## config.mk

```make
export PLATFORM = sky130hd
export DESIGN_NAME = fp_round_stage
export DESIGN_NICKNAME = d
export VERILOG_FILES = /design/src/rtl/fpu_pkg.sv /design/src/rtl/fp_round_decide.sv /design/src/rtl/fp_round_stage.sv
export SDC_FILE = /design/constraint.sdc
export NUM_CORES = 1
export LEC_CHECK = 0
export BUFFER_PORTS_ARGS = -buffer_cell sky130_fd_sc_hd__buf_2
export CAP_MARGIN = 20
export CORE_ASPECT_RATIO = 2
export CORE_MARGIN = 2
export CORE_UTILIZATION = 49
export DETAILED_ROUTE_END_ITERATION = 12
export PLACE_DENSITY = 0.84
export SLEW_MARGIN = 20
export SYNTH_ARGS = -nofsm -noshare
export SYNTH_HDL_FRONTEND = slang
export SYNTH_HIERARCHICAL = 1
export SYNTH_SLANG_ARGS = --single-unit
export TNS_END_PERCENT = 1
```

## constraint.sdc

```tcl
create_clock -name clk -period 2.5 [get_ports clk]
set_input_delay 0.5 -clock clk [delete_from_list [all_inputs] [get_ports clk]]
set_output_delay 0.5 -clock clk [all_outputs]
set_load 0.02 [all_outputs]
```

## src/rtl/fpu_pkg.sv

```systemverilog
`default_nettype none
// ============================================================================
// Module      : fpu_pkg
// Description : Shared FPU constants: rounding modes, default widths, fields.
// Revision    : 1.0 - initial release
// ============================================================================
package fpu_pkg;

    localparam logic [1:0] RM_RNE = 2'b00;
    localparam logic [1:0] RM_RTZ = 2'b01;
    localparam logic [1:0] RM_RUP = 2'b10;
    localparam logic [1:0] RM_RDN = 2'b11;

    localparam int EXP_W_DEF  = 8;
    localparam int MANT_W_DEF = 23;

    localparam logic [EXP_W_DEF-1:0] EXP_MAX = '1;

    // Bit offsets inside a packed {sign, exp, frac} word of default width
    localparam int EXP_LSB  = MANT_W_DEF;
    localparam int SIGN_POS = EXP_W_DEF + MANT_W_DEF;

endpackage
`default_nettype wire

```

## src/rtl/fp_round_decide.sv

```systemverilog
`default_nettype none
// ============================================================================
// Module      : fp_round_decide
// Description : Combinational rounding-increment and inexact decision.
// Revision    : 1.0 - initial release
// ============================================================================
module fp_round_decide
    import fpu_pkg::*;
#(
    parameter int EXP_W = EXP_W_DEF
) (
    input  logic             i_sign,
    input  logic             i_lsb,
    input  logic             i_g,
    input  logic             i_r,
    input  logic             i_s,
    input  logic [1:0]       i_rm,
    input  logic [EXP_W-1:0] i_exp,
    output logic             o_inc,
    output logic             o_inexact
);

    logic w_any;
    logic w_special;

    assign w_any     = i_g | i_r | i_s;
    assign w_special = &i_exp;

    always_comb begin
        o_inc     = 1'b0;
        o_inexact = 1'b0;
        // Inf/NaN inputs pass through untouched and never flag
        if (!w_special) begin
            o_inexact = w_any;
            case (i_rm)
                RM_RNE:  o_inc = i_g & (i_r | i_s | i_lsb);
                RM_RTZ:  o_inc = 1'b0;
                RM_RUP:  o_inc = ~i_sign & w_any;
                default: o_inc = i_sign & w_any;
            endcase
        end
    end

endmodule
`default_nettype wire

```

## src/rtl/fp_round_stage.sv

```systemverilog
`default_nettype none
// ============================================================================
// Module      : fp_round_stage
// Description : Two-stage IEEE-754 rounding stage with valid/ready flow
//               control, overflow handling and saturating inexact counter.
// Revision    : 1.0 - initial release
// ============================================================================
module fp_round_stage
    import fpu_pkg::*;
#(
    parameter int EXP_W  = EXP_W_DEF,
    parameter int MANT_W = MANT_W_DEF,
    parameter int CNT_W  = 16
) (
    input  logic                    clk,
    input  logic                    rst_n,
    input  logic                    in_valid,
    output logic                    in_ready,
    input  logic                    in_sign,
    input  logic [EXP_W-1:0]        in_exp,
    input  logic [MANT_W:0]         in_mant,
    input  logic                    in_g,
    input  logic                    in_r,
    input  logic                    in_s,
    input  logic [1:0]              in_rm,
    output logic                    out_valid,
    input  logic                    out_ready,
    output logic [EXP_W+MANT_W:0]   out_result,
    output logic                    out_inexact,
    output logic                    out_overflow,
    output logic [CNT_W-1:0]        inexact_cnt,
    input  logic                    cnt_clr
);

    localparam logic [EXP_W-1:0]  c_EXP_ONES  = '1;
    localparam logic [EXP_W-1:0]  c_EXP_MAXF  = c_EXP_ONES - EXP_W'(1);
    localparam logic [MANT_W-1:0] c_FRAC_ONES = '1;

    logic                  r_s1_valid;
    logic                  r_s1_sign;
    logic [EXP_W-1:0]      r_s1_exp;
    logic [MANT_W:0]       r_s1_mant;
    logic                  r_s1_inc;
    logic                  r_s1_inexact;
    logic [1:0]            r_s1_rm;

    logic                  r_s2_valid;
    logic [EXP_W+MANT_W:0] r_out_result;
    logic                  r_out_inexact;
    logic                  r_out_overflow;
    logic [CNT_W-1:0]      r_cnt;

    logic                  w_s1_adv;
    logic                  w_s2_adv;
    logic                  w_inc;
    logic                  w_inexact;
    logic [MANT_W+1:0]     w_sum;
    logic [EXP_W-1:0]      w_res_exp;
    logic [MANT_W-1:0]     w_res_frac;
    logic                  w_ovf;
    logic                  w_res_inexact;

    assign w_s2_adv = out_ready | ~r_s2_valid;
    assign w_s1_adv = w_s2_adv | ~r_s1_valid;
    assign in_ready = w_s1_adv;

    fp_round_decide #(
        .EXP_W     (EXP_W)
    ) u_decide (
        .i_sign    (in_sign),
        .i_lsb     (in_mant[0]),
        .i_g       (in_g),
        .i_r       (in_r),
        .i_s       (in_s),
        .i_rm      (in_rm),
        .i_exp     (in_exp),
        .o_inc     (w_inc),
        .o_inexact (w_inexact)
    );

    always_ff @(posedge clk or negedge rst_n) begin
        if (!rst_n) begin
            r_s1_valid   <= 1'b0;
            r_s1_sign    <= 1'b0;
            r_s1_exp     <= '0;
            r_s1_mant    <= '0;
            r_s1_inc     <= 1'b0;
            r_s1_inexact <= 1'b0;
            r_s1_rm      <= RM_RNE;
        end else if (w_s1_adv) begin
            r_s1_valid <= in_valid;
            if (in_valid) begin
                r_s1_sign    <= in_sign;
                r_s1_exp     <= in_exp;
                r_s1_mant    <= in_mant;
                r_s1_inc     <= w_inc;
                r_s1_inexact <= w_inexact;
                r_s1_rm      <= in_rm;
            end
        end
    end

    assign w_sum = {1'b0, r_s1_mant} + (MANT_W+2)'(r_s1_inc);

    always_comb begin
        w_res_exp  = r_s1_exp;
        w_res_frac = w_sum[MANT_W-1:0];
        if (w_sum[MANT_W+1]) begin
            w_res_exp  = r_s1_exp + EXP_W'(1);
            w_res_frac = '0;
        end else if ((r_s1_exp == '0) && w_sum[MANT_W]) begin
            w_res_exp = EXP_W'(1);
        end

        // An all-ones exponent is only an overflow when the input was finite
        w_ovf         = ~(&r_s1_exp) & (&w_res_exp);
        w_res_inexact = r_s1_inexact | w_ovf;

        if (w_ovf) begin
            w_res_exp  = c_EXP_ONES;
            w_res_frac = '0;
            case (r_s1_rm)
                RM_RNE: ;
                RM_RTZ: begin
                    w_res_exp  = c_EXP_MAXF;
                    w_res_frac = c_FRAC_ONES;
                end
                RM_RUP: if (r_s1_sign) begin
                    w_res_exp  = c_EXP_MAXF;
                    w_res_frac = c_FRAC_ONES;
                end
                default: if (!r_s1_sign) begin
                    w_res_exp  = c_EXP_MAXF;
                    w_res_frac = c_FRAC_ONES;
                end
            endcase
        end
    end

    always_ff @(posedge clk or negedge rst_n) begin
        if (!rst_n) begin
            r_s2_valid     <= 1'b0;
            r_out_result   <= '0;
            r_out_inexact  <= 1'b0;
            r_out_overflow <= 1'b0;
        end else if (w_s2_adv) begin
            r_s2_valid <= r_s1_valid;
            if (r_s1_valid) begin
                r_out_result   <= {r_s1_sign, w_res_exp, w_res_frac};
                r_out_inexact  <= w_res_inexact;
                r_out_overflow <= w_ovf;
            end
        end
    end

    always_ff @(posedge clk or negedge rst_n) begin
        if (!rst_n) begin
            r_cnt <= '0;
        end else if (cnt_clr) begin
            r_cnt <= '0;
        end else if (r_s2_valid && out_ready && r_out_inexact && !(&r_cnt)) begin
            r_cnt <= r_cnt + CNT_W'(1);
        end
    end

    assign out_valid    = r_s2_valid;
    assign out_result   = r_out_result;
    assign out_inexact  = r_out_inexact;
    assign out_overflow = r_out_overflow;
    assign inexact_cnt  = r_cnt;

endmodule
`default_nettype wire

```

==> run_results.csv <==
group,metric,value,unit
floorplan,fp.dieArea,9795,sq um
run,max_cap_violations,0,
worst_setup_path,cpPeakStageDelay,350,ps
grt,grt_pass1_vias,3565,
floorplan,start_util,0.5085,
floorplan,die_h,138.0,um
yosys,syn_area,4398,sq um
pwr,ir_drop,0.6140,mV
finish,fin_util,0.6260,
timing,max_freq,413.9,MHz
yosys,synthesis.nets,440,
timing,hold_viol,0,
routing,met1_length,3847,um
pwr,p_sw,1242,uW
finish,final_cells,606,
worst_setup_path,cp.arrival,2640,ps
clock_network,cts_root_buf,"clkbuf_16",
worst_setup_path,start_kind,"flop",
clock_network,cts_tree,"yes",
worst_setup_path,cp.required,2720,ps
finish,areaGrowthSynthToFinish,23.10,%
timing,rsz0062_at_grt,"yes",
pwr,power_density,767.6,nW/um^2
run_status,status,"finished clean",
pwr,seq_power_share,0.444,
yosys,ys_types,44,
yosys,synth_compound_area_frac,0.09758,
routing,wl_met2,5658,um
grt,grt_max_degree,70,
pwr,p_comb_frac,0.222,
clock_network,cts.path.max_buffers,2,
pwr,intPower,2914,uW
routing,vias,3443,
worst_setup_path,crit_fanout,8,
timing,skew,6.072,ps
yosys,synth_xor_xnor_area_share,0.08762,
yosys,synth_edf_count,0,
yosys,synth_fa_ha_area_frac,0.01422,
grt,grt_usage,0.2249,
pwr,clkPwrFrac,0.334,
clock_network,htreeDepth,3,
routing,first_iter_violations,127,
routing,wl,10300,um
timing,fin_crit,2416,ps
placement,dp_hpwl,7552,um
placement,dpl.cell_count,588,
finish,n_antenna_cell,0,
routing,highest_layer,"met4",
grt,antenna_found_initial,0,
yosys,async_flop_share,1.000,
timing,worstMarginPinSlew,687.2,ps
worst_setup_path,worstPathCellList,"ha_2 -> ha_1 -> nand3_2 -> nor3_4 -> and3_4 -> and4b_1 -> o221a_4 -> a211oi_4 -> buf_4 -> a221o_1",
clock_network,cts_buffers,9,
routing,firstDrtPassIters,4,
routing,routed_via_density,5.682,
timing,setup_viol,0,
routing,wl_per_cell,16.99,um
worst_setup_path,crit_path_top_delay_cell,"dfrtp_1",
pwr,p_sw_frac,0.2988,
timing,period_share,0.9664,
worst_hold_path,min_path_type,"in2async",
worst_setup_path,cpLargestDelayFamily,"simple AND/OR/NAND/NOR gates",
placement,place_congestion,0.8498,
grt,grt_remaining_overflow,0,
floorplan,io_pins,95,
placement,io_buffers,94,
yosys,ys_ff_latch,89,
worst_setup_path,cp_num_buf_inv,1,
floorplan,die_w,70.99,um
clock_network,worstSkewPairLatency,340,ps
yosys,ys_warn_count,6,
clock_network,path_clk_slew,60,ps
floorplan,coreArea,8648,sq um
clock_network,numClockSinks,89,
yosys,postSynthCellCount,392,
timing,holdWs,35.78,ps
floorplan,rows,48,
routing,ant_nets,0,
pwr,p_leak,0.002553,uW
worst_setup_path,crit_type,"reg2reg",
yosys,ys_seq_area_frac,0.5064,
finish,layout-drive-gt1-share,0.3735,
finish,final_nets,549,
routing,wl_met3,429,um
grt,grt_pass1_wl,16880,um
yosys,synth_flop_cell,"dfrtp_1",
routing,drc_errors,0,
yosys,synth-simple-area-share,0.1653,
yosys,synth_top_family_by_area,"simple AND/OR/NAND/NOR gates",
yosys,synth_mux_area_frac,0.1018,
timing,drv_slew,0,
worst_setup_path,end_kind,"flop",
yosys,avgSynthCellArea,11.22,sq um
timing,slew-limit-headroom,0.5397,
-- placed cells by master (no fill, tap or decap), drive strengths merged, types with 2 or more instances in the layout --
| master | count |
|---|---|
| xnor2 | 19 |
| and3 | 8 |
| and4b | 2 |
| a31oi | 2 |
| o21ai | 8 |
| nor2 | 32 |
| dfrtp | 89 |
| and2 | 4 |
| o211ai | 12 |
| a221o | 11 |
| and4 | 2 |
| nand4 | 13 |
| nor4 | 3 |
| clkbuf | 14 |
| a21oi | 4 |
| buf | 114 |
| inv | 9 |
| mux2i | 2 |
| mux2 | 38 |
| nand3 | 16 |
| xor2 | 25 |
| nand2 | 47 |
| ha | 5 |
| nor3 | 6 |
| nand2b | 5 |
| nand3b | 3 |
-- per-stage QoR --
step	worst slack (ps)	power (uW)	area, sq um	TNS, ps
floorplan	120.3	2417	4398	0
detailed placement	-79.61	2783	5071	-688.5
global route	-21.23	4351	5414	-22.34
finish	83.96	4156	5414	0
global placement	38.59	2742	5071	0
CTS	47.90	4180	5395	0
-- logic make-up (layout without fill, tap and decap cells) --
| family | after synthesis | in the layout |
|---|---|---|
| adders and majority gates | 5 | 5 |
| xor gates and xnor gates | 44 | 44 |
| buffers and inverters | 25 | 139 |
| and+or+nand+nor | 142 | 142 |
| DFF | 89 | 89 |
| AOI/OAI and AO/OA | 47 | 47 |
| muxes | 40 | 40 |
-- sequential cells by signal (all words and copies together) (netlist names), 2 cells and up --
name / cells
out_result: 32
r_s1_mant: 24
inexact_cnt: 16
r_s1_exp: 8
r_s1_rm: 2
-- timing repair --
| item | CTS | global route |
|---|---|---|
| gates resized for setup | 0 | 4 |
| hold buffers | 0 | 0 |
| pin swaps | 1 | 1 |
| endpoints found under the setup margin | 11 | 24 |
| setup buffers | 2 | 0 |
-- power by group through the flow --
stage	clock, uW	combinational, uW	sequential [uW]
final	1390	924	1840
after global routing	1470	1000	1870
after CTS	1410	929	1840
after detailed placement	0	921	1860
after global placement	0	891	1850
after floorplan	0	437	1980
-- synth_stat cells (2+ instances only) --
library cell	number	area (sq um)
dfrtp_1	89	2227
nand2_1	47	176.4
mux2_2	38	427.9
nor2_1	32	120.1
xor2_1	25	219.0
xnor2_1	19	166.4
nand3_1	16	80.08
nand4_1	12	75.07
a221o_1	11	110.1
clkbuf_1	10	37.54
o211ai_2	10	125.1
inv_1	9	33.78
o21ai_0	8	40.04
and3_1	6	37.54
ha_1	5	62.56
nand2b_1	5	31.28
a21oi_1	4	20.02
and2_1	4	25.02
buf_6	3	33.78
nand3b_1	3	22.52
nor3_1	3	15.01
nor3_2	3	30.03
a31oi_1	2	12.51
and3_4	2	22.52
and4_1	2	17.52
and4b_1	2	20.02
buf_2	2	10.01
mux2i_1	2	20.02
nor4_1	2	12.51
o211ai_1	2	15.01
-- per-layer routing --
metal  vias up  global-route usage
met5         -                   0
met1      1702              0.2444
met3        27             0.05015
met4         0              0.1132
met2       101              0.4050
li1       1613                   -
-- area by class of cell --
cell class | instances | area, sq um
fillers | 705 | 3234
flip-flops and latches | 89 | 2227
multi-input cells | 278 | 2071
repair buffers | 114 | 648.1
clock buffers | 14 | 274.0
well taps | 100 | 125.1
clock inverters | 2 | 35.03
inverters | 9 | 33.78
-- final timing paths --
kind | start | to | slack [ps] | cells after the start
worst max-delay path | r_s1_mant[0]$_DFFE_PN0P_ | out_result[9]$_DFFE_PN0P_ | 80 | 10
worst min-delay path | rst_n | r_s1_exp[7]$_DFFE_PN0P_ | 40 | 1
worst max register to register | r_s1_mant[0]$_DFFE_PN0P_ | out_result[9]$_DFFE_PN0P_ | 80 | 10
worst min register to register | out_result[28]$_DFFE_PN0P_ | out_result[28]$_DFFE_PN0P_ | 470 | 2
max in group asynchronous | rst_n | out_result[20]$_DFFE_PN0P_ | 1820 | 2
min in group clk | in_valid | r_s1_valid$_DFFE_PN0N_ | 370 | 2
Power figures use the tool's default switching activity.
